## src/rtl/uart_pkg.sv

```systemverilog
// Shared definitions for the UART transmit stream: frame state encoding and defaults.
package uart_pkg;

    localparam logic [1:0] ENC_IDLE  = 2'd0;
    localparam logic [1:0] ENC_START = 2'd1;
    localparam logic [1:0] ENC_DATA  = 2'd2;
    localparam logic [1:0] ENC_STOP  = 2'd3;

    localparam int UART_DATA_BITS       = 8;
    localparam int DEFAULT_CLKS_PER_BIT = 106;

    typedef enum logic [1:0] {
        ST_IDLE  = ENC_IDLE,
        ST_START = ENC_START,
        ST_DATA  = ENC_DATA,
        ST_STOP  = ENC_STOP
    } tx_state_e;

endpackage

```

## src/rtl/uart_tx_fifo.sv

```systemverilog
// Small synchronous FIFO with first-word-fall-through output, feeding the UART framer.
module uart_tx_fifo
    import uart_pkg::*;
#(
    parameter int DEPTH = 4,
    parameter int W     = UART_DATA_BITS,
    parameter int LW    = $clog2(DEPTH) + 1
) (
    input  logic          clock,
    input  logic          rst,
    input  logic          push,
    input  logic          pop,
    input  logic [W-1:0]  din,
    output logic [W-1:0]  dout,
    output logic          full,
    output logic          empty,
    output logic [LW-1:0] level
);

    localparam int AW = $clog2(DEPTH);

    if (DEPTH < 2 || (DEPTH & (DEPTH - 1)) != 0) begin : g_bad_depth
        $error("uart_tx_fifo: DEPTH must be a power of two and >= 2");
    end

    logic [W-1:0]  mem_q [DEPTH];
    logic [AW-1:0] wr_q, rd_q;
    logic [LW-1:0] level_q;
    logic          push_ok, pop_ok;

    assign full    = (level_q == LW'(DEPTH));
    assign empty   = (level_q == '0);
    assign level   = level_q;
    assign dout    = mem_q[rd_q];
    // A full FIFO refuses a push even when a pop frees a slot on the same edge.
    assign push_ok = push & ~full;
    assign pop_ok  = pop & ~empty;

    always_ff @(posedge clock) begin
        if (push_ok) begin
            mem_q[wr_q] <= din;
        end
    end

    always_ff @(posedge clock or posedge rst) begin
        if (rst) begin
            wr_q    <= '0;
            rd_q    <= '0;
            level_q <= '0;
        end else begin
            if (push_ok) wr_q <= wr_q + AW'(1);
            if (pop_ok)  rd_q <= rd_q + AW'(1);
            case ({push_ok, pop_ok})
                2'b10:   level_q <= level_q + LW'(1);
                2'b01:   level_q <= level_q - LW'(1);
                default: level_q <= level_q;
            endcase
        end
    end

endmodule

```

## src/rtl/uart_tx_stream.sv

```systemverilog
// 8N1 UART transmitter fed by a small FIFO; drives an idle-high serial line, LSB first.
module uart_tx_stream
    import uart_pkg::*;
#(
    parameter int CLKS_PER_BIT = DEFAULT_CLKS_PER_BIT,
    parameter int FIFO_DEPTH   = 4,
    parameter int LVL_W        = $clog2(FIFO_DEPTH) + 1
) (
    input  logic             clock,
    input  logic             rst,
    input  logic [7:0]       in_data,
    input  logic             in_valid,
    output logic             in_ready,
    output logic             tx,
    output logic             busy,
    output logic [LVL_W-1:0] fifo_level
);

    localparam int               CNT_W      = $clog2(CLKS_PER_BIT);
    localparam logic [CNT_W-1:0] CNT_RELOAD = CNT_W'(CLKS_PER_BIT - 1);
    localparam logic [2:0]       LAST_BIT   = 3'(UART_DATA_BITS - 1);

    if (CLKS_PER_BIT < 2) begin : g_bad_cpb
        $error("uart_tx_stream: CLKS_PER_BIT must be >= 2");
    end

    tx_state_e        state_q, state_d;
    logic [CNT_W-1:0] cnt_q, cnt_d;
    logic [2:0]       bit_idx_q, bit_idx_d;
    logic [7:0]       shift_q, shift_d;
    logic             tx_q, tx_d;

    logic             fifo_pop, fifo_full, fifo_empty;
    logic [7:0]       fifo_dout;
    logic             bit_end;

    assign in_ready = ~fifo_full & ~rst;
    assign tx       = tx_q;
    assign busy     = (state_q != ST_IDLE) | (fifo_level != '0);
    assign bit_end  = (cnt_q == '0);

    uart_tx_fifo #(
        .DEPTH (FIFO_DEPTH),
        .W     (8),
        .LW    (LVL_W)
    ) u_fifo (
        .clock (clock),
        .rst   (rst),
        .push  (in_valid & in_ready),
        .pop   (fifo_pop),
        .din   (in_data),
        .dout  (fifo_dout),
        .full  (fifo_full),
        .empty (fifo_empty),
        .level (fifo_level)
    );

    always_comb begin
        state_d   = state_q;
        cnt_d     = cnt_q;
        bit_idx_d = bit_idx_q;
        shift_d   = shift_q;
        tx_d      = tx_q;
        fifo_pop  = 1'b0;

        if (state_q != ST_IDLE) begin
            cnt_d = bit_end ? CNT_RELOAD : cnt_q - CNT_W'(1);
        end

        case (state_q)
            ST_IDLE: begin
                tx_d = 1'b1;
                if (!fifo_empty) begin
                    fifo_pop = 1'b1;
                    shift_d  = fifo_dout;
                    cnt_d    = CNT_RELOAD;
                    tx_d     = 1'b0;
                    state_d  = ST_START;
                end
            end
            ST_START: begin
                if (bit_end) begin
                    tx_d      = shift_q[0];
                    bit_idx_d = '0;
                    state_d   = ST_DATA;
                end
            end
            ST_DATA: begin
                if (bit_end) begin
                    shift_d = {1'b0, shift_q[7:1]};
                    if (bit_idx_q == LAST_BIT) begin
                        tx_d    = 1'b1;
                        state_d = ST_STOP;
                    end else begin
                        bit_idx_d = bit_idx_q + 3'd1;
                        tx_d      = shift_q[1];
                    end
                end
            end
            ST_STOP: begin
                // Chain straight into the next start bit so queued frames abut.
                if (bit_end) begin
                    if (!fifo_empty) begin
                        fifo_pop = 1'b1;
                        shift_d  = fifo_dout;
                        tx_d     = 1'b0;
                        state_d  = ST_START;
                    end else begin
                        state_d = ST_IDLE;
                    end
                end
            end
            default: state_d = ST_IDLE;
        endcase
    end

    always_ff @(posedge clock or posedge rst) begin
        if (rst) begin
            state_q   <= ST_IDLE;
            cnt_q     <= CNT_RELOAD;
            bit_idx_q <= '0;
            shift_q   <= '0;
            tx_q      <= 1'b1;
        end else begin
            state_q   <= state_d;
            cnt_q     <= cnt_d;
            bit_idx_q <= bit_idx_d;
            shift_q   <= shift_d;
            tx_q      <= tx_d;
        end
    end

endmodule

```

## config.mk

```make
export PLATFORM = sky130hd
export DESIGN_NAME = uart_tx_stream
export DESIGN_NICKNAME = d
export VERILOG_FILES = /design/src/rtl/uart_pkg.sv /design/src/rtl/uart_tx_fifo.sv /design/src/rtl/uart_tx_stream.sv
export SDC_FILE = /design/constraint.sdc
export NUM_CORES = 1
export LEC_CHECK = 0
export BUFFER_PORTS_ARGS = -buffer_cell sky130_fd_sc_hd__buf_2
export CAP_MARGIN = 30
export CORE_ASPECT_RATIO = 2
export CORE_UTILIZATION = 49
export DETAILED_ROUTE_END_ITERATION = 12
export PLACE_DENSITY = 0.66
export SLEW_MARGIN = 5
export SYNTH_ARGS = -nofsm -noshare
export SYNTH_HDL_FRONTEND = slang
export SYNTH_SLANG_ARGS = --single-unit
```

## constraint.sdc

```tcl
create_clock -name clock -period 3 [get_ports clock]
set_input_delay 0.6 -clock clock [delete_from_list [all_inputs] [get_ports clock]]
set_output_delay 0.6 -clock clock [all_outputs]
set_load 0.01 [all_outputs]
```

==> results_tabular.tex, run 1 <==
\begin{tabular}{lr}
\hline
Metric & Value \\
\hline
\multicolumn{2}{l}{\textbf{Clock network}} \\
Clock-pin transition on the worst setup and hold timing paths & 0.05 ns \\
Number of buffers on the longest clock path & 2 \\
Count of hold buffers inserted by post-cts repair & 0 \\
Num Clock Sinks & 60 \\
Post-CTS setup-driven buffer insertion count & 0 \\
Clock buffer count from CTS & 9 \\
Post-CTS Resized & 0 \\
CTS root buf & sky130\_fd\_sc\_hd\_\_clkbuf\_16 \\
Clock tree from TritonCTS & done \\
CTS HTree Levels & 3 \\
Clock Latency Late Sink & 0.32 ns \\
\multicolumn{2}{l}{\textbf{Finish}} \\
Final standard cell count with taps included and fillers excluded & 288 \\
Fraction of layout cells with a size suffix above 1 & 0.322 \\
Highest-count cells in the layout ignoring fill and taps & sky130\_fd\_sc\_hd\_\_edfxtp\_1, sky130\_fd\_sc\_hd\_\_dfrtp\_1, sky130\_fd\_sc\_hd\_\_buf\_2 \\
Area growth from synthesis to layout & 17.9\% \\
Layout net count & 247 \\
Diode insertion count for antenna repair & 0 \\
Most common library cell in the layout ignoring fill and taps & sky130\_fd\_sc\_hd\_\_edfxtp\_1 \\
\multicolumn{2}{l}{\textbf{STA}} \\
Count of final hold-check violations & 0 \\
Setup TNS & 0 ns \\
Worst max-slew margin expressed relative to the limit & 0.600 \\
Max-slew violation count & 0 \\
Setup repair after global routing missed its margin & no \\
Count of endpoints failing setup in the final report & 0 \\
Max Fclk & 353 MHz \\
Post-layout minimum cycle time & 2.83 ns \\
Post-Route Skew & 0.00681 ns \\
Tcrit/Tclk final & 0.943 \\
Slew at the pin closest to its max-slew limit & 0.600 ns \\
\multicolumn{2}{l}{\textbf{Run status}} \\
Outcome & finished clean \\
\multicolumn{2}{l}{\textbf{Worst setup path}} \\
Cell depth of the worst setup path & 4 \\
Reg2Reg Launch Point & state\_q[0]\$\_DFFE\_PP0P\_ \\
Cell class contributing the biggest share of worst-path delay & simple AND/OR/NAND/NOR gates \\
Critical path data arrival time & 2.23 ns \\
Worst R2R End & u\_fifo.level[2]\$\_DFFE\_PP0P\_ \\
Worst Setup EP & busy \\
Max stage delay on crit path & 0.63 ns \\
Reg-to-reg setup timing slack & 0.32 ns \\
Cells traversed along the worst timing path & inv\_1, ha\_1, or4b\_1, buf\_2 \\
Critical path data required time & 2.40 ns \\
Critical-path maximum fanout & 16 \\
Kind of end point of the critical path & primary output \\
Type of element launching the critical path & flop \\
Buf/Inv on CP & 2 \\
R2r worst-path depth & 10 \\
Critical path class & reg2out \\
Critical path launch point & state\_q[0]\$\_DFFE\_PP0P\_ \\
Cell at the slowest stage of the critical path & sky130\_fd\_sc\_hd\_\_or4b\_1 \\
\multicolumn{2}{l}{\textbf{Floorplanning}} \\
Core region area & 0.00566 mm2 \\
Die outline area & 0.00620 mm2 \\
Die Span X & 56.2 um \\
FP Rows & 39 \\
I/O pin total & 17 \\
Initial core utilization & 0.508 \\
Die Span Y & 110 um \\
\multicolumn{2}{l}{\textbf{GRT}} \\
Global-route wire length before repair & 8.36 mm \\
Remaining global-route overflow & 0 \\
Via count of the first global-routing pass & 1800 \\
GRT Overall Usage & 0.188 \\
Largest net degree at the start of global routing & 22 \\
Antenna violations before repair & 0 \\
\multicolumn{2}{l}{\textbf{Logic synthesis}} \\
Share of the synthesized area in the top cell type & 0.334 \\
Primary flip-flop cell chosen by synthesis mapping & sky130\_fd\_sc\_hd\_\_edfxtp\_1 \\
Register area share after synthesis & 0.580 \\
Count of distinct cell types in the synthesized netlist & 46 \\
FF+latch count, synth & 60 \\
Library cell occupying the most area in the post-synthesis netlist & sky130\_fd\_sc\_hd\_\_edfxtp\_1 \\
Post-Synthesis Cells & 197 \\
Mapped Area & 0.00288 mm2 \\
Mean instance size in the synthesized netlist & 14.6 um2 \\
Fraction of registers with async set/reset & 0.467 \\
EDFF count, synth & 32 \\
Cell types with the largest area share after synthesis & sky130\_fd\_sc\_hd\_\_edfxtp\_1, sky130\_fd\_sc\_hd\_\_dfrtp\_1, sky130\_fd\_sc\_hd\_\_mux4\_2, sky130\_fd\_sc\_hd\_\_mux2\_2, sky130\_fd\_sc\_hd\_\_ha\_1 \\
Synthesized Nets & 222 \\
Warnings, synthesis & 0 \\
\multicolumn{2}{l}{\textbf{Placement}} \\
Post-Place Cells & 272 \\
Number of buffer cells added on primary ports & 16 \\
RePlAce Congestion & 0.863 \\
Half-perimeter wire length of the detailed placement result & 3.82 mm \\
\multicolumn{2}{l}{\textbf{Job}} \\
Maximum Capacitance Violations & 0 \\
\multicolumn{2}{l}{\textbf{Pwr}} \\
PwrDens & 1110 mW/mm2 \\
Leakage power total & 1.39 nW \\
Worst vdd ir & 0.675 mV \\
\multicolumn{2}{l}{\textbf{Route}} \\
\# DRC & 0 \\
Detail-routed via count per cell & 5.86 \\
Antenna viol nets, final & 0 \\
Aggregate routed wire length & 5.09 mm \\
DRC violation total after the first TritonRoute iteration & 41 \\
Vias post-DR & 1689 \\
First-pass DRT Iterations & 4 \\
Post-DR wirelength/cell & 17.7 um \\
\multicolumn{2}{l}{\textbf{Hold path}} \\
Path type of the worst min-delay path & in2async \\
\hline
\end{tabular}
-- report_power, final --
part / switching, W / leakage [nW] / internal (W)
Clock: 0.000349 / 0.167 / 0.000811
Sequential: 0.000212 / 0.623 / 0.00111
Combinational: 0.000597 / 0.605 / 0.000678
-- state kept, by name (all words and copies together) (netlist names) --
signal,flops
cnt_q,7
state_q,2
shift_q,8
u_fifo.mem_q,32
u_fifo.rd_q,2
bit_idx_q,3
u_fifo.level,3
u_fifo.wr_q,2
tx,1
-- cell usage after synthesis (2+ instances only) --
cell                       count
sky130_fd_sc_hd__mux2_2       15
sky130_fd_sc_hd__a31oi_1       2
sky130_fd_sc_hd__xnor2_1       4
sky130_fd_sc_hd__nor2_1        3
sky130_fd_sc_hd__o21ai_0       6
sky130_fd_sc_hd__edfxtp_1     32
sky130_fd_sc_hd__ha_1         13
sky130_fd_sc_hd__dfstp_2       5
sky130_fd_sc_hd__a22o_1        5
sky130_fd_sc_hd__inv_1        13
sky130_fd_sc_hd__nor3_1        6
sky130_fd_sc_hd__nand2_1       9
sky130_fd_sc_hd__nor2b_1       3
sky130_fd_sc_hd__a21oi_1       4
sky130_fd_sc_hd__mux4_2        8
sky130_fd_sc_hd__nor4_1        4
sky130_fd_sc_hd__mux2_4        3
sky130_fd_sc_hd__xor2_1        6
sky130_fd_sc_hd__buf_2         2
sky130_fd_sc_hd__clkbuf_1      2
sky130_fd_sc_hd__dfrtp_1      23
sky130_fd_sc_hd__and3_1        4
sky130_fd_sc_hd__o22ai_1       2
-- final cells by class --
class                           instances  area, um2
Clock buffer                           10        229
Tap cell                               61       76.3
Fill cell                             449       2270
Inverter                               13       48.8
Clock inverter                          6        113
Sequential cell                        60       1670
Multi-Input combinational cell        118       1130
Timing Repair Buffer                   20        130
-- cells by family (layout without fill, tap and decap cells) --
logic type,after synthesis,after routing,share of synthesized area
buffers and inverters,19,49,0.0283
xor gates and xnor gates,10,10,0.0305
and+or+nand+nor,41,41,0.0857
DFF,60,60,0.580
muxes,27,27,0.141
adders and majority gates,14,14,0.0635
AOI/OAI and AO/OA,26,26,0.0714
-- per-layer routing --
metal	vias to the layer above	share of wire	track usage
met5	-	0	0
met4	0	0.035	0.129
met3	14	0.030	0.0420
met2	32	0.60	0.351
met1	854	0.34	0.179
li1	789	-	-
-- worst reg2reg max path, cell delays in order (launching register included) --
cell	delay, ns
sky130_fd_sc_hd__dfrtp_1	0.43
sky130_fd_sc_hd__inv_1	0.14
sky130_fd_sc_hd__ha_1	0.51
sky130_fd_sc_hd__a31oi_1	0.12
sky130_fd_sc_hd__nor3_1	0.30
sky130_fd_sc_hd__ha_1	0.25
sky130_fd_sc_hd__inv_1	0.06
sky130_fd_sc_hd__fa_1	0.37
sky130_fd_sc_hd__xor2_1	0.15
sky130_fd_sc_hd__nor2_1	0.11
sky130_fd_sc_hd__xor2_1	0.16
-- worst min path at each step --
stage,from,endpoint,slack [ns]
floorplan,shift_q[2]$_DFFE_PP0P_,shift_q[2]$_DFFE_PP0P_,0.47
global placement,shift_q[6]$_DFFE_PP0P_,shift_q[6]$_DFFE_PP0P_,0.48
detailed placement,shift_q[7]$_DFFE_PP0P_,shift_q[7]$_DFFE_PP0P_,0.49
CTS,rst,u_fifo.wr_q[0]$_DFFE_PP0P_,0.24
global route,rst,u_fifo.wr_q[0]$_DFFE_PP0P_,0.26
finish,rst,u_fifo.wr_q[1]$_DFFE_PP0P_,0.25
-- per-stage QoR --
stage / power, W / setup slack [ns] / hold WS [ns] / utilization / instance area (um2)
3_3_place_gp: 0.00254 / 0.485 / 0.482 / 0.534 / 3020
4_1_cts: 0.00381 / 0.187 / 0.242 / 0.599 / 3390
5_1_grt: 0.00398 / 0.0529 / 0.257 / 0.599 / 3390
6_report: 0.00376 / 0.171 / 0.254 / 0.599 / 3390
3_5_place_dp: 0.00263 / 0.355 / 0.493 / 0.539 / 3050
2_1_floorplan: 0.00231 / 0.624 / 0.474 / - / 2880
Note: power is estimated with default switching activity, not from simulation.
==> run 2, diff against run 1 <==
- ABC_AREA: unset -> 1
- CELL_PAD_IN_SITES_DETAIL_PLACEMENT: unset -> 2
- CELL_PAD_IN_SITES_GLOBAL_PLACEMENT: unset -> 2
- CORE_UTILIZATION: 49 -> 38
- PLACE_DENSITY: 0.66 -> unset
- PLACE_DENSITY_LB_ADDON: unset -> 0.1
==> results_tabular.tex, run 2 <==
\begin{tabular}{lr}
\hline
Metric & Value \\
\hline
\multicolumn{2}{l}{\textbf{Route}} \\
First-pass DRT Iterations & 4 (unchanged) \\
Aggregate routed wire length & 7.51 mm (was 5.09 mm) \\
Top layer reached by signal wires & met4 (unchanged) \\
Antenna viol nets, final & 0 (unchanged) \\
Met2 Routed Length & 4.53 mm (was 3.03 mm) \\
Amount of wire on met3 after detailed routing & 154 um (unchanged) \\
DRC violation total after the first TritonRoute iteration & 98 (was 41) \\
Vias post-DR & 2161 (was 1689) \\
Detail-routed via count per cell & 5.05 (was 5.86) \\
\# DRC & 0 (unchanged) \\
Post-DR wirelength/cell & 17.5 um (was 17.7 um) \\
M1 WL & 2.69 mm (was 1.73 mm) \\
\multicolumn{2}{l}{\textbf{Logic synthesis}} \\
Share of the synthesized area in the top cell type & 0.337 (was 0.334) \\
Register area share after synthesis & 0.584 (was 0.580) \\
Mapped Area & 0.00285 mm2 (was 0.00288 mm2) \\
Count of distinct cell types in the synthesized netlist & 28 (was 46) \\
Post-Synthesis Cells & 301 (was 197) \\
EDFF count, synth & 32 (unchanged) \\
Synth top cells by count & sky130\_fd\_sc\_hd\_\_nand2\_1, sky130\_fd\_sc\_hd\_\_edfxtp\_1, sky130\_fd\_sc\_hd\_\_nand3\_1 (was sky130\_fd\_sc\_hd\_\_edfxtp\_1, sky130\_fd\_sc\_hd\_\_dfrtp\_1, sky130\_fd\_sc\_hd\_\_mux2\_2) \\
Warnings, synthesis & 0 (unchanged) \\
Most repeated cell in the gate-level netlist after synthesis & sky130\_fd\_sc\_hd\_\_nand2\_1 (was sky130\_fd\_sc\_hd\_\_edfxtp\_1) \\
FF+latch count, synth & 60 (unchanged) \\
Cell types with the largest area share after synthesis & sky130\_fd\_sc\_hd\_\_edfxtp\_1, sky130\_fd\_sc\_hd\_\_dfrtp\_1, sky130\_fd\_sc\_hd\_\_nand2\_1, sky130\_fd\_sc\_hd\_\_ha\_1, sky130\_fd\_sc\_hd\_\_nand3\_1 (was sky130\_fd\_sc\_hd\_\_edfxtp\_1, sky130\_fd\_sc\_hd\_\_dfrtp\_1, sky130\_fd\_sc\_hd\_\_mux4\_2, sky130\_fd\_sc\_hd\_\_mux2\_2, sky130\_fd\_sc\_hd\_\_ha\_1) \\
Fraction of registers with async set/reset & 0.467 (unchanged) \\
Library cell occupying the most area in the post-synthesis netlist & sky130\_fd\_sc\_hd\_\_edfxtp\_1 (unchanged) \\
Primary flip-flop cell chosen by synthesis mapping & sky130\_fd\_sc\_hd\_\_edfxtp\_1 (unchanged) \\
Mean instance size in the synthesized netlist & 9.48 um2 (was 14.6 um2) \\
Synthesized Nets & 326 (was 222) \\
\multicolumn{2}{l}{\textbf{Pwr}} \\
Leakage power total & 1.57 nW (was 1.39 nW) \\
Worst vdd ir & 0.472 mV (was 0.675 mV) \\
PwrDens & 1090 mW/mm2 (was 1110 mW/mm2) \\
\multicolumn{2}{l}{\textbf{Clock network}} \\
Clock tree from TritonCTS & done (unchanged) \\
Number of buffers on the longest clock path & 2 (unchanged) \\
Clock buffer count from CTS & 9 (unchanged) \\
Clock Latency Late Sink & 0.32 ns (about the same) \\
Post-CTS Resized & 0 (unchanged) \\
Count of hold buffers inserted by post-cts repair & 0 (unchanged) \\
CTS root buf & sky130\_fd\_sc\_hd\_\_clkbuf\_16 (unchanged) \\
CTS HTree Levels & 3 (unchanged) \\
Post-CTS setup-driven buffer insertion count & 0 (unchanged) \\
Clock-pin transition on the worst setup and hold timing paths & 0.05 ns (about the same) \\
Num Clock Sinks & 60 (unchanged) \\
\multicolumn{2}{l}{\textbf{Finish}} \\
Highest-count cells in the layout ignoring fill and taps & sky130\_fd\_sc\_hd\_\_nand2\_1, sky130\_fd\_sc\_hd\_\_nand3\_1, sky130\_fd\_sc\_hd\_\_edfxtp\_1 (was sky130\_fd\_sc\_hd\_\_edfxtp\_1, sky130\_fd\_sc\_hd\_\_dfrtp\_1, sky130\_fd\_sc\_hd\_\_buf\_2) \\
Layout net count & 356 (was 247) \\
Most common library cell in the layout ignoring fill and taps & sky130\_fd\_sc\_hd\_\_nand2\_1 (was sky130\_fd\_sc\_hd\_\_edfxtp\_1) \\
Final standard cell count with taps included and fillers excluded & 428 (was 288) \\
Number of flip-flops under the largest register name & 32 (unchanged) \\
Design area & 0.00337 mm2 (was 0.00339 mm2) \\
Registers with the most flip-flops & u\_fifo.mem\_q: 32 flops, shift\_q: 8 flops, cnt\_q: 7 flops (unchanged) \\
Diode insertion count for antenna repair & 0 (unchanged) \\
Area growth from synthesis to layout & 18.0\% (was 17.9\%) \\
Fraction of layout cells with a size suffix above 1 & 0.152 (was 0.322) \\
Largest register by flop count & u\_fifo.mem\_q (unchanged) \\
\multicolumn{2}{l}{\textbf{Placement}} \\
RePlAce Congestion & 0.764 (was 0.863) \\
Worst slack, placed & 0.466 ns (was 0.355 ns) \\
Placed Area & 0.00308 mm2 (was 0.00305 mm2) \\
Number of buffer cells added on primary ports & 16 (unchanged) \\
Post-Place Cells & 412 (was 272) \\
Half-perimeter wire length of the detailed placement result & 5.39 mm (was 3.82 mm) \\
\multicolumn{2}{l}{\textbf{Floorplanning}} \\
Die Span X & 63.3 um (was 56.2 um) \\
Core region area & 0.00727 mm2 (was 0.00566 mm2) \\
I/O pin total & 17 (unchanged) \\
Die outline area & 0.00788 mm2 (was 0.00620 mm2) \\
FP Rows & 44 (was 39) \\
Die Span Y & 125 um (was 110 um) \\
Initial core utilization & 0.393 (was 0.508) \\
\multicolumn{2}{l}{\textbf{Worst setup path}} \\
Cell at the slowest stage of the critical path & sky130\_fd\_sc\_hd\_\_dfrtp\_1 (was sky130\_fd\_sc\_hd\_\_or4b\_1) \\
Reg-to-reg setup timing slack & 0.44 ns (was 0.32 ns) \\
Max stage delay on crit path & 0.42 ns (was 0.63 ns) \\
Cells traversed along the worst timing path & inv\_1, ha\_1, inv\_1, nand2\_1, nand2\_1, inv\_1, ha\_1, inv\_1, fa\_1, a21oi\_1, o21ai\_0, xor2\_1 (was inv\_1, ha\_1, or4b\_1, buf\_2) \\
Dominant cell type by count on the critical path & sky130\_fd\_sc\_hd\_\_inv\_1 \\
Critical path class & reg2reg (was reg2out) \\
Type of element launching the critical path & flop (unchanged) \\
Critical path data required time & 3.20 ns (was 2.40 ns) \\
Critical-path maximum fanout & 6 (was 16) \\
Kind of end point of the critical path & flop (was primary output) \\
Critical path data arrival time & 2.75 ns (was 2.23 ns) \\
\multicolumn{2}{l}{\textbf{Hold path}} \\
Path type of the worst min-delay path & in2async (unchanged) \\
\multicolumn{2}{l}{\textbf{GRT}} \\
Antenna violations before repair & 0 (unchanged) \\
Global-route wire length before repair & 12.5 mm (was 8.36 mm) \\
Remaining global-route overflow & 0 (unchanged) \\
Largest net degree at the start of global routing & 29 (was 22) \\
GRT Overall Usage & 0.216 (was 0.188) \\
Via count of the first global-routing pass & 2458 (was 1800) \\
\multicolumn{2}{l}{\textbf{STA}} \\
Post-layout minimum cycle time & 2.56 ns (was 2.83 ns) \\
Setup repair after global routing missed its margin & no (unchanged) \\
Worst max-slew margin expressed relative to the limit & 0.731 (was 0.600) \\
Worst setup margin & 0.443 ns (was 0.171 ns) \\
Count of final hold-check violations & 0 (unchanged) \\
Post-Route Skew & 0.00321 ns (was 0.00681 ns) \\
Slew at the pin closest to its max-slew limit & 0.401 ns (was 0.600 ns) \\
Worst hold slack & 0.371 ns (was 0.254 ns) \\
Tcrit/Tclk final & 0.852 (was 0.943) \\
Max-slew violation count & 0 (unchanged) \\
Setup TNS & 0 ns (unchanged) \\
Count of endpoints failing setup in the final report & 0 (unchanged) \\
Max Fclk & 391 MHz (was 353 MHz) \\
\multicolumn{2}{l}{\textbf{Job}} \\
Maximum Capacitance Violations & 0 (unchanged) \\
\multicolumn{2}{l}{\textbf{Run status}} \\
Outcome & finished clean (unchanged) \\
\hline
\end{tabular}
run 2: area by class of cell:
type / instances / area, um2
fill: 839 / 3900
sequential: 60 / 1670
timing repair buffer: 24 / 140
tap: 92 / 115
inverter: 33 / 129
clock buffer: 10 / 229
multi-input combinational: 203 / 1030
clock inverter: 6 / 55.1
run 2: logic make-up after synthesis:
family          Yosys count  share of synthesized area
buf+inv                  38                     0.0544
xor+xnor                  8                     0.0246
flops                    60                      0.584
compound gates           19                     0.0364
fa+ha+maj                14                     0.0640
simple gates            162                      0.236
run 2: critical path: cells and delay by family, from the launching register on:
| kind | cells | cell delay [ns] |
|---|---|---|
| AOI/OAI and AO/OA | 2 | 0.28 |
| xor gates and xnor gates | 1 | 0.16 |
| adders and majority gates | 3 | 0.80 |
| buffers and inverters | 4 | 0.44 |
| DFF | 1 | 0.42 |
| and+or+nand+nor | 2 | 0.32 |
run 2: path summary, 6_finish.rpt:
path,start,endpoint,depth (start not counted)
worst min register to register,tx$_DFFE_PP1P_,tx$_DFFE_PP1P_,2
min in group clock,tx$_DFFE_PP1P_,tx$_DFFE_PP1P_,2
worst min-delay path,rst,state_q[0]$_DFFE_PP0P_,3
worst max-delay path,state_q[0]$_DFFE_PP0P_,u_fifo.level[2]$_DFFE_PP0P_,12
max in group asynchronous,rst,tx$_DFFE_PP1P_,3
worst max register to register,state_q[0]$_DFFE_PP0P_,u_fifo.level[2]$_DFFE_PP0P_,12
run 2: metrics by stage:
step | total power [W] | util
after detailed placement | 0.00270 | 0.424
after global routing | 0.00398 | 0.463
after CTS | 0.00376 | 0.463
after global placement | 0.00265 | 0.424
after floorplan | 0.00222 | -
final | 0.00367 | 0.463
run 2: where the power goes:
part / internal [W] / switching (W)
combinational: 0.000471 / 0.000989
clock: 0.000633 / 0.000354
sequential: 0.00110 / 0.000131
total: 0.00220 / 0.00147
run 2: routing by layer:
layer | track usage | up-vias
met5 | 0 | -
met4 | 0.0882 | 0
met3 | 0.0449 | 8
met2 | 0.416 | 24
met1 | 0.215 | 1100
li1 | - | 1029
==> run 3, diff against run 2 <==
- CELL_PAD_IN_SITES_DETAIL_PLACEMENT: 2 -> 1
==> results_tabular.tex, run 3 (synthesis gave the netlist of run 2 again) <==
\begin{tabular}{lr}
\hline
Metric & Value \\
\hline
\multicolumn{2}{l}{\textbf{Floorplanning}} \\
FP Rows & 44 (unchanged) \\
Die outline area & 0.00788 mm2 (unchanged) \\
Core region area & 0.00727 mm2 (unchanged) \\
Die Span Y & 125 um (unchanged) \\
Initial core utilization & 0.393 (unchanged) \\
I/O pin total & 17 (unchanged) \\
Die Span X & 63.3 um (unchanged) \\
\multicolumn{2}{l}{\textbf{Worst setup path}} \\
Reg-to-reg setup timing slack & 0.54 ns (was 0.44 ns) \\
Dominant cell type by count on the critical path & sky130\_fd\_sc\_hd\_\_inv\_1 (unchanged) \\
Critical path data arrival time & 2.66 ns (was 2.75 ns) \\
Critical path launch point & state\_q[0]\$\_DFFE\_PP0P\_ (unchanged) \\
Reg2Reg Launch Point & state\_q[0]\$\_DFFE\_PP0P\_ (unchanged) \\
Cell at the slowest stage of the critical path & sky130\_fd\_sc\_hd\_\_dfrtp\_1 (unchanged) \\
Critical path class & reg2reg (unchanged) \\
Worst R2R End & u\_fifo.level[2]\$\_DFFE\_PP0P\_ (unchanged) \\
Buf/Inv on CP & 4 (unchanged) \\
Cells traversed along the worst timing path & inv\_1, ha\_1, inv\_1, nand2\_1, nand2\_1, inv\_1, ha\_1, inv\_1, fa\_1, a21oi\_1, o21ai\_0, xor2\_1 (unchanged) \\
Kind of end point of the critical path & flop (unchanged) \\
Critical-path maximum fanout & 6 (unchanged) \\
Type of element launching the critical path & flop (unchanged) \\
Critical path data required time & 3.20 ns (about the same) \\
Cell class contributing the biggest share of worst-path delay & adder cells (unchanged) \\
Cell depth of the worst setup path & 12 (unchanged) \\
Max stage delay on crit path & 0.42 ns (about the same) \\
R2r worst-path depth & 12 (unchanged) \\
Worst Setup EP & u\_fifo.level[2]\$\_DFFE\_PP0P\_ (unchanged) \\
\multicolumn{2}{l}{\textbf{Pwr}} \\
Worst vdd ir & 0.444 mV (was 0.472 mV) \\
Share of total power in the clock network & 0.274 (was 0.269) \\
PnR Total Power & 0.00360 W (was 0.00367 W) \\
Net switching power & 0.00140 W (was 0.00147 W) \\
Sw Ratio & 0.388 (was 0.401) \\
Sequential group share of total power & 0.338 (was 0.334) \\
Cell internal pwr & 0.00220 W (about the same) \\
Leakage power total & 1.57 nW (about the same) \\
PwrDens & 1070 mW/mm2 (was 1090 mW/mm2) \\
Proportion of power drawn by combinational gates & 0.388 (was 0.397) \\
\multicolumn{2}{l}{\textbf{Finish}} \\
Number of flip-flops under the largest register name & 32 (unchanged) \\
Highest-count cells in the layout ignoring fill and taps & sky130\_fd\_sc\_hd\_\_nand2\_1, sky130\_fd\_sc\_hd\_\_nand3\_1, sky130\_fd\_sc\_hd\_\_edfxtp\_1 (unchanged) \\
Fraction of layout cells with a size suffix above 1 & 0.155 (was 0.152) \\
Largest register by flop count & u\_fifo.mem\_q (unchanged) \\
Final Core Density & 0.463 (about the same) \\
Most common library cell in the layout ignoring fill and taps & sky130\_fd\_sc\_hd\_\_nand2\_1 (unchanged) \\
Diode insertion count for antenna repair & 0 (unchanged) \\
Area growth from synthesis to layout & 18.0\% (about the same) \\
Registers with the most flip-flops & u\_fifo.mem\_q: 32 flops, shift\_q: 8 flops, cnt\_q: 7 flops (unchanged) \\
Layout net count & 356 (unchanged) \\
\multicolumn{2}{l}{\textbf{Route}} \\
Post-DR wirelength/cell & 15.6 um (was 17.5 um) \\
Detail-routed via count per cell & 4.84 (was 5.05) \\
\# DRC & 0 (unchanged) \\
First-pass DRT Iterations & 3 (was 4) \\
Vias post-DR & 2070 (was 2161) \\
Top layer reached by signal wires & met4 (unchanged) \\
Aggregate routed wire length & 6.67 mm (was 7.51 mm) \\
Antenna viol nets, final & 0 (unchanged) \\
Amount of wire on met3 after detailed routing & 140 um (was 154 um) \\
DRC violation total after the first TritonRoute iteration & 93 (was 98) \\
M1 WL & 2.44 mm (was 2.69 mm) \\
Met2 Routed Length & 3.94 mm (was 4.53 mm) \\
\multicolumn{2}{l}{\textbf{STA}} \\
Tcrit/Tclk final & 0.820 (was 0.852) \\
Worst hold slack & 0.352 ns (was 0.371 ns) \\
Max Fclk & 407 MHz (was 391 MHz) \\
Max-slew violation count & 0 (unchanged) \\
Count of endpoints failing setup in the final report & 0 (unchanged) \\
Count of final hold-check violations & 0 (unchanged) \\
Slew at the pin closest to its max-slew limit & 0.379 ns (was 0.401 ns) \\
Post-layout minimum cycle time & 2.46 ns (was 2.56 ns) \\
Worst max-slew margin expressed relative to the limit & 0.747 (was 0.731) \\
Setup repair after global routing missed its margin & no (unchanged) \\
Post-Route Skew & 0.00406 ns (was 0.00321 ns) \\
Setup TNS & 0 ns (unchanged) \\
\multicolumn{2}{l}{\textbf{Clock network}} \\
CTS root buf & sky130\_fd\_sc\_hd\_\_clkbuf\_16 (unchanged) \\
CTS HTree Levels & 3 (unchanged) \\
Clock tree from TritonCTS & done (unchanged) \\
Clock-pin transition on the worst setup and hold timing paths & 0.05 ns (about the same) \\
Clock buffer count from CTS & 9 (unchanged) \\
Num Clock Sinks & 60 (unchanged) \\
Post-CTS Resized & 0 (unchanged) \\
Clock Latency Late Sink & 0.33 ns (was 0.32 ns) \\
Number of buffers on the longest clock path & 2 (unchanged) \\
Post-CTS setup-driven buffer insertion count & 0 (unchanged) \\
Count of hold buffers inserted by post-cts repair & 0 (unchanged) \\
\multicolumn{2}{l}{\textbf{Placement}} \\
Half-perimeter wire length of the detailed placement result & 4.99 mm (was 5.39 mm) \\
Number of buffer cells added on primary ports & 16 (unchanged) \\
RePlAce Congestion & 0.764 (unchanged) \\
\multicolumn{2}{l}{\textbf{GRT}} \\
Antenna violations before repair & 0 (unchanged) \\
Via count of the first global-routing pass & 2241 (was 2458) \\
GRT Overall Usage & 0.192 (was 0.216) \\
Remaining global-route overflow & 0 (unchanged) \\
Global-route wire length before repair & 11.1 mm (was 12.5 mm) \\
Largest net degree at the start of global routing & 29 (unchanged) \\
\multicolumn{2}{l}{\textbf{Hold path}} \\
Path type of the worst min-delay path & in2async (unchanged) \\
\multicolumn{2}{l}{\textbf{Job}} \\
Maximum Capacitance Violations & 0 (unchanged) \\
\multicolumn{2}{l}{\textbf{Run status}} \\
Outcome & finished clean (unchanged) \\
\hline
\end{tabular}
## run 3: changes by cell type in the layout (fill, tap and decap cells not counted)
cell | before | now
sky130_fd_sc_hd__clkbuf_1 | 1 | 2
sky130_fd_sc_hd__clkinv_1 | 2 | 0
sky130_fd_sc_hd__clkinv_2 | 2 | 3
## run 3: final cells by class
cell class / count / area [um2]
Fill cell: 891 / 3900
Inverter: 33 / 129
Clock inverter: 5 / 52.6
Timing Repair Buffer: 24 / 140
Tap cell: 92 / 115
Clock buffer: 11 / 233
Sequential cell: 60 / 1670
Multi-Input combinational cell: 203 / 1030
## run 3: power by group through the flow
stage | Combinational [W] | Sequential [W] | Clock (W)
final | 0.00140 | 0.00122 | 0.000988
after global routing | 0.00162 | 0.00124 | 0.00105
after CTS | 0.00145 | 0.00122 | 0.00102
after detailed placement | 0.00144 | 0.00123 | 0
after global placement | 0.00142 | 0.00123 | 0
after floorplan | 0.00101 | 0.00121 | 0
## run 3: layer usage
metal / track usage / vias to the layer above
met5: 0 / -
met4: 0.0882 / 0
met3: 0.0449 / 9
met2: 0.364 / 18
met1: 0.188 / 1017
li1: - / 1026
## run 3: worst reg2reg max path, delay by kind of cell (launching register included)
family / cells / cell delay, ns
DFF: 1 / 0.42
and+or+nand+nor: 2 / 0.33
AOI/OAI and AO/OA: 2 / 0.27
adders and majority gates: 3 / 0.76
buffers and inverters: 4 / 0.40
xor gates and xnor gates: 1 / 0.16
## run 3: metrics by stage
| step | setup slack [ns] | area (um2) | std cells |
|---|---|---|---|
| after floorplan | 0.798 | 2850 | 301 |
| after global placement | 0.604 | 3080 | 412 |
| after detailed placement | 0.533 | 3080 | 412 |
| after CTS | 0.508 | 3370 | 428 |
| after global routing | 0.287 | 3370 | 428 |
| final | 0.541 | 3370 | 428 |
## run 3: how the worst min path moves through the flow
stage	startpoint	to	slack, ns
floorplan	shift_q[0]$_DFFE_PP0P_	shift_q[0]$_DFFE_PP0P_	0.45
global placement	tx$_DFFE_PP1P_	tx$_DFFE_PP1P_	0.46
detailed placement	tx$_DFFE_PP1P_	tx$_DFFE_PP1P_	0.46
CTS	rst	shift_q[0]$_DFFE_PP0P_	0.35
global route	rst	state_q[0]$_DFFE_PP0P_	0.38
finish	rst	u_fifo.level[2]$_DFFE_PP0P_	0.35
